File: config.mk
export PLATFORM = sky130hd
export DESIGN_NAME = traffic_light_monitor_flat
export DESIGN_NICKNAME = d
export VERILOG_FILES = /design/src/rtl/tlm_pkg.sv /design/src/rtl/tlm_if.sv /design/src/rtl/tlm_sat_counter.sv /design/src/rtl/traffic_light_monitor.sv /design/src/flat_wrapper.sv
export SDC_FILE = /design/constraint.sdc
export NUM_CORES = 1
export LEC_CHECK = 0
export CAP_MARGIN = 20
export CELL_PAD_IN_SITES_DETAIL_PLACEMENT = 0
export CELL_PAD_IN_SITES_GLOBAL_PLACEMENT = 1
export CORE_MARGIN = 2
export CORE_UTILIZATION = 40
export DETAILED_ROUTE_END_ITERATION = 10
export PLACE_DENSITY_LB_ADDON = 0.1
export SETUP_SLACK_MARGIN = 0.5
export SYNTH_ARGS = -nofsm -noshare
export SYNTH_HDL_FRONTEND = slang
export SYNTH_SLANG_ARGS = --single-unit
File: constraint.sdc
create_clock -name clk -period 3.03 [get_ports clk]
set_clock_uncertainty 0.2 [all_clocks]
set_input_delay 0.4545 -clock clk [delete_from_list [all_inputs] [get_ports clk]]
set_output_delay 0.4545 -clock clk [all_outputs]
set_load 0.005 [all_outputs]
File: src/rtl/tlm_pkg.sv
// Shared types, lamp codes and phase helpers for traffic_light_monitor.
package tlm_pkg;

    typedef enum logic [2:0] {
        IDLE   = 3'd0,
        GREEN  = 3'd1,
        YELLOW = 3'd2,
        RED    = 3'd3,
        FAULT  = 3'd4
    } phase_t;

    localparam logic [2:0] LAMP_RED    = 3'b100;
    localparam logic [2:0] LAMP_GREEN  = 3'b010;
    localparam logic [2:0] LAMP_YELLOW = 3'b001;

    // Legal successor in the GREEN -> YELLOW -> RED -> GREEN loop.
    function automatic phase_t next_phase(input phase_t p);
        case (p)
            GREEN:   return YELLOW;
            YELLOW:  return RED;
            RED:     return GREEN;
            default: return IDLE;
        endcase
    endfunction

    // Non-legal codes (including 000) map to IDLE, meaning "no lamp phase".
    function automatic phase_t code_phase(input logic [2:0] code);
        case (code)
            LAMP_GREEN:  return GREEN;
            LAMP_YELLOW: return YELLOW;
            LAMP_RED:    return RED;
            default:     return IDLE;
        endcase
    endfunction

endpackage

File: src/rtl/tlm_if.sv
// Lamp bus plus monitor status/diagnostic outputs; master drives the lamps.
interface tlm_if #(
    parameter int CNT_W = 8
);
    logic [2:0]       light;
    logic             clear_err;
    logic [2:0]       phase;
    logic [CNT_W-1:0] dwell_cnt;
    logic [CNT_W-1:0] round_cnt;
    logic             code_err;
    logic             seq_err;
    logic             timeout_err;
    logic             fault;

    modport master (
        output light, clear_err,
        input  phase, dwell_cnt, round_cnt, code_err, seq_err, timeout_err, fault
    );

    modport slave (
        input  light, clear_err,
        output phase, dwell_cnt, round_cnt, code_err, seq_err, timeout_err, fault
    );
endinterface

File: src/rtl/tlm_sat_counter.sv
// W-bit counter with load-to-1, clear and saturating increment.
module tlm_sat_counter #(
    parameter int W = 8
) (
    input  logic         clk,
    input  logic         rst_n,
    input  logic         load1,
    input  logic         clr,
    input  logic         inc,
    output logic [W-1:0] cnt
);

    always_ff @(posedge clk or negedge rst_n) begin
        if (!rst_n) begin
            cnt <= '0;
        end else if (clr) begin
            cnt <= '0;
        end else if (load1) begin
            cnt <= W'(1);
        end else if (inc && cnt != '1) begin
            cnt <= cnt + 1'b1;
        end
    end

endmodule

File: src/rtl/traffic_light_monitor.sv
// Checks lamp order and dwell on a registered copy of the one-hot light bus.
// Define TLM_DWELL_CHECK_EN to fault when a phase dwells beyond MAX_DWELL.
module traffic_light_monitor
    import tlm_pkg::*;
#(
    parameter int MAX_DWELL = 4,
    parameter int CNT_W     = 8
) (
    input logic  clk,
    input logic  rst_n,
    tlm_if.slave bus
);

`ifdef TLM_DWELL_CHECK_EN
    localparam bit DWELL_CHECK = 1'b1;
`else
    localparam bit DWELL_CHECK = 1'b0;
`endif
    localparam logic [CNT_W-1:0] DWELL_LIMIT = CNT_W'(MAX_DWELL);

    logic [2:0]       light_q;
    phase_t           phase_q, phase_d;
    phase_t           code_ph;
    logic             code_err_q, code_err_d;
    logic             seq_err_q, seq_err_d;
    logic             tmo_q, tmo_d;
    logic             dwell_load, dwell_clr, dwell_inc;
    logic             round_inc;
    logic [CNT_W-1:0] round_q;
    logic [CNT_W-1:0] dwell_cnt;

    assign code_ph = code_phase(light_q);

    always_ff @(posedge clk or negedge rst_n) begin
        if (!rst_n) begin
            light_q    <= '0;
            phase_q    <= IDLE;
            code_err_q <= 1'b0;
            seq_err_q  <= 1'b0;
            tmo_q      <= 1'b0;
            round_q    <= '0;
        end else begin
            light_q    <= bus.light;
            phase_q    <= phase_d;
            code_err_q <= code_err_d;
            seq_err_q  <= seq_err_d;
            tmo_q      <= tmo_d;
            if (round_inc) begin
                round_q <= round_q + 1'b1;
            end
        end
    end

    // Each branch raises at most one error, which gives code > seq > timeout.
    always_comb begin
        phase_d    = phase_q;
        code_err_d = 1'b0;
        seq_err_d  = 1'b0;
        tmo_d      = 1'b0;
        dwell_load = 1'b0;
        dwell_clr  = 1'b0;
        dwell_inc  = 1'b0;
        round_inc  = 1'b0;
        unique case (phase_q)
            IDLE: begin
                if (light_q != 3'b000) begin
                    if (code_ph != IDLE) begin
                        phase_d    = code_ph;
                        dwell_load = 1'b1;
                    end else begin
                        code_err_d = 1'b1;
                        phase_d    = FAULT;
                    end
                end
            end
            GREEN, YELLOW, RED: begin
                if (code_ph == IDLE) begin
                    code_err_d = 1'b1;
                    phase_d    = FAULT;
                end else if (code_ph == phase_q) begin
                    dwell_inc = 1'b1;
                    if (DWELL_CHECK && dwell_cnt == DWELL_LIMIT) begin
                        tmo_d   = 1'b1;
                        phase_d = FAULT;
                    end
                end else if (code_ph == next_phase(phase_q)) begin
                    phase_d    = code_ph;
                    dwell_load = 1'b1;
                    round_inc  = (phase_q == RED);
                end else begin
                    seq_err_d = 1'b1;
                    phase_d   = FAULT;
                end
            end
            FAULT: begin
                if (bus.clear_err) begin
                    phase_d   = IDLE;
                    dwell_clr = 1'b1;
                end
            end
            default: phase_d = IDLE;
        endcase
    end

    tlm_sat_counter #(.W(CNT_W)) u_dwell (
        .clk   (clk),
        .rst_n (rst_n),
        .load1 (dwell_load),
        .clr   (dwell_clr),
        .inc   (dwell_inc),
        .cnt   (dwell_cnt)
    );

    assign bus.phase       = phase_q;
    assign bus.dwell_cnt   = dwell_cnt;
    assign bus.round_cnt   = round_q;
    assign bus.code_err    = code_err_q;
    assign bus.seq_err     = seq_err_q;
    assign bus.timeout_err = tmo_q;
    assign bus.fault       = (phase_q == FAULT);

endmodule

File: src/flat_wrapper.sv
// flat-port wrapper written by rule: the top's interface ports become plain ports
module traffic_light_monitor_flat import tlm_pkg::*;
#(
    parameter int MAX_DWELL = 4,
    parameter int CNT_W     = 8
)
  (clk, rst_n, bus_light, bus_clear_err, bus_phase, bus_dwell_cnt, bus_round_cnt, bus_code_err, bus_seq_err, bus_timeout_err, bus_fault);
  tlm_if #(.CNT_W(CNT_W)) bus_i ();
  input logic clk;
  input logic rst_n;
  input wire logic [$bits(bus_i.light)-1:0] bus_light;
  input wire logic [$bits(bus_i.clear_err)-1:0] bus_clear_err;
  output wire logic [$bits(bus_i.phase)-1:0] bus_phase;
  output wire logic [$bits(bus_i.dwell_cnt)-1:0] bus_dwell_cnt;
  output wire logic [$bits(bus_i.round_cnt)-1:0] bus_round_cnt;
  output wire logic [$bits(bus_i.code_err)-1:0] bus_code_err;
  output wire logic [$bits(bus_i.seq_err)-1:0] bus_seq_err;
  output wire logic [$bits(bus_i.timeout_err)-1:0] bus_timeout_err;
  output wire logic [$bits(bus_i.fault)-1:0] bus_fault;
  assign bus_i.light = bus_light;
  assign bus_i.clear_err = bus_clear_err;
  assign bus_phase = bus_i.phase;
  assign bus_dwell_cnt = bus_i.dwell_cnt;
  assign bus_round_cnt = bus_i.round_cnt;
  assign bus_code_err = bus_i.code_err;
  assign bus_seq_err = bus_i.seq_err;
  assign bus_timeout_err = bus_i.timeout_err;
  assign bus_fault = bus_i.fault;
  traffic_light_monitor #(.MAX_DWELL(MAX_DWELL), .CNT_W(CNT_W)) u_core (.clk(clk), .rst_n(rst_n), .bus(bus_i));
endmodule
==> summary.txt <==
Worst setup path
  • Flop2flop setup slack: between 0.6 and 0.7 ns
  • Crit. End Element: register
  • Type of origin of the critical path: register
  • Crit Path Class: reg -> reg
  • Req. time, crit path: ~3 ns
  • Cell chain of the critical path: or3b_4 -> nor3_1 -> and3_1 -> nand4_1 -> xnor2_1
  • R2R cell count: 5
  • Top cell family by delay on the critical path: simple AND/OR/NAND/NOR gates
  • Reg2Reg Capture Point: u_core.bus.round_cnt[5]
  • CP Max Fanout: 16
  • FF-to-FF Start: u_core.light_q[0]
  • Buf/Inv on CP: 0
  • CP arrival: roughly 2.4 ns
  • Slowest-stage cell, CP: dfrtp_1
  • CP peak stage delay: 0.57 ns

Worst hold path
  • Worst hold-check path type: in -> async

Synthesis
  • Fraction of the mapped netlist area in compound gates: 0.168
  • Post-synth EDFFs: 0
  • Synth Area in Adders: 0.0195
  • Ys flop type: dfrtp_1
  • Largest family of logic cells by synthesized area: simple AND/OR/NAND/NOR gates
  • Share of synthesized cell area in and, or, nand and nor gates: 0.224
  • Multiplexer area fraction after synthesis: 0.00876
  • Async SR Flop Fraction: 1.00
  • Post-synth top area cell: dfrtp_1
  • Count leader, synth: dfrtp_1
  • Synth top cells by count: 24 x dfrtp_1, 10 x nand2_1, 9 x nor2_1, 9 x xnor2_1, 6 x o21ai_0
  • Post-synthesis cell type count: 44
  • Post-Synthesis Cells: between 100 and 150
  • Syn avg cell area: 9.88 um^2
  • Area contributors post-synth: dfrtp_1 47%, xnor2_1 6.1%, a211oi_1 2.9%, nand2_1 2.9%, nor2_1 2.6%
  • Mapped Area: between 1000 and 1500 um^2
  • Net Count, Synth: 138
  • Synth top area share: 0.467
  • XOR/XNOR Fraction of Synth Area: 0.0750
  • #FFs+latches synth: 24
  • Post-synthesis sequential area ratio: 0.467
  • Ys Warns: 0

Finish
  • Layout area overhead: 27.7%
  • Final core utilization: 0.537
  • Finished Layout Cells: 199
  • Final net count: 164
  • Antenna Cells: 0
  • Layout cell share with drive strength beyond 1: 0.0710
  • Fill cell count: 301

Global routing
  • Largest net degree at the start of global routing: 25
  • Vias in the first global route: just under 1000
  • Total Routing Usage GR: 0.159
  • Global route overflow: 0
  • First-pass GRT wire length: 4410 um
  • Antenna violations before repair: 0

STA
  • Worst Tran Pin Value: 0.541 ns
  • Max Clk Rate: 0.419 GHz
  • Relative slew slack: 0.636
  • Final Max Tran Viols: 0
  • Fin Setup TNS: 0 ns
  • # setup viols final: 0
  • Final hold vios: 0
  • RSZ-0062 raised after global routing: no
  • Final min period: 2.39 ns
  • Final Cycle Share: 0.788

Clock tree
  • Setup repair bufs after CTS: 0
  • Sink Count: 24
  • Total CTS buffers: 3
  • H-tree levels: 1
  • Root buf cell: clkbuf_4
  • Clk_lat worst skew: 0.32 ns
  • CTS Buffer Depth: 2
  • CTS tree: yes
  • Worst-path clk slew: 0.15 ns

Routing
  • 1st-pass router iterations: 4
  • Post-route DRC: 0
  • Vias: 1065
  • Final ANT Viol Nets: 0
  • Routed len/inst: 13.2 um
  • Via/cell ratio: roughly 5.4
  • Final WL: roughly 2600 um
  • DRT iter0 DRCs: 43

Pwr
  • PD cells: 503 nW/um^2
  • Peak supply drop: 0.270 mV
  • Pleak: 0.651 nW

Placement
  • Placed Instances: 195
  • RD Place Congestion: 0.774
  • Buffers on Ports: 27
  • Hpwl dp: 1880 um

Floorplan
  • Core box area: slightly above 3000 um^2
  • Row cnt: 20
  • Initial core utilization: 0.421
  • DIE AREA: 3680 um^2
  • Die W: 60.7 um
  • Die Y: around 61 um
  • Io pins: 29

Status
  • Outcome: complete, no violations

Job
  • Max cap viols: 0
[final cells by class]
class	count	area, um^2	area share
timing repair buffer	28	278	0.169
multi-input combinational	96	641	0.391
tap	44	55.1	0.0336
sequential	24	603	0.368
clock inverter	1	30.0	0.0183
clock buffer	3	22.5	0.0137
inverter	3	11.3	0.00687
[worst max-delay path by stage]
stage                         from                      end  slack, ns  cells past startpoint
5_1_grt        u_core.bus.phase[0]                bus_fault       0.51                      4
3_3_place_gp     u_core.light_q[0]  u_core.bus.round_cnt[5]       0.76                      5
4_1_cts        u_core.bus.phase[0]                bus_fault       0.59                      4
6_report         u_core.light_q[0]  u_core.bus.round_cnt[5]       0.64                      5
3_5_place_dp     u_core.light_q[0]  u_core.bus.round_cnt[5]       0.68                      5
2_1_floorplan    u_core.light_q[0]    u_core.u_dwell.cnt[7]       0.97                      5
[report_power, final]
group	internal, mW	switching [mW]
logic	0.105	0.0766
registers	0.348	0.0605
clock network	0.134	0.102
[cells by family (layout without fill, tap and decap cells)]
family,count (synthesis),count (layout)
AND/OR/NAND/NOR,49,49
AO/OA/AOI/OAI,32,32
flip-flops,24,24
XOR/XNOR,11,11
buffers and inverters,10,35
adder cells (fa/ha/maj),2,2
other,1,1
multiplexers,1,1
[layer usage]
| layer | track usage | wire, um | up-vias |
|---|---|---|---|
| met4 | 0.0776 | 18 | 0 |
| li1 | - | - | 532 |
| met1 | 0.234 | 1290 | 510 |
| met2 | 0.229 | 1230 | 21 |
| met5 | 0 | 0 | - |
| met3 | 0.0213 | 92 | 2 |
[flip-flops by register name, summed over array words and instances (netlist names)]
register	count
u_core.bus.seq_err	1
u_core.light_q	3
u_core.u_dwell.cnt	8
u_core.bus.round_cnt	8
u_core.bus.phase	3
u_core.bus.code_err	1
[placed cells by master (no fill, tap or decap), types with 2 or more instances in the layout]
master / instances
dfrtp_2: 2
and4_1: 2
o21ai_0: 6
nor4b_1: 2
or3_1: 2
dfrtp_1: 22
a21oi_1: 5
nand2_1: 10
inv_1: 3
nor2_1: 9
a31oi_1: 3
xnor2_1: 9
clkbuf_4: 3
nor2b_1: 2
clkdlybuf4s50_1: 27
nand4_1: 4
ha_1: 2
or4_1: 2
nor3b_1: 2
a32oi_1: 2
nor3_1: 2
nand3_1: 2
a211oi_1: 5
o21a_1: 2
and3b_1: 2
xor2_1: 2
nand2b_1: 2
[metrics by stage]
step           hold WS, ns  worst slack (ns)  cell area [um^2]  total power [mW]
4_1_cts              0.263             0.587              1640             0.836
5_1_grt              0.281             0.509              1640             0.883
2_1_floorplan      -0.0411             0.974              1280             0.496
3_5_place_dp         0.268             0.680              1590             0.598
6_report             0.260             0.644              1640             0.826
3_3_place_gp         0.259             0.765              1590             0.596
[what timing repair did]
item / in CTS / in global routing
resized for setup: 0 / 2
hold buffers: 0 / 0
endpoints found under the setup margin: 0 / 1
Power figures use the tool's default switching activity.
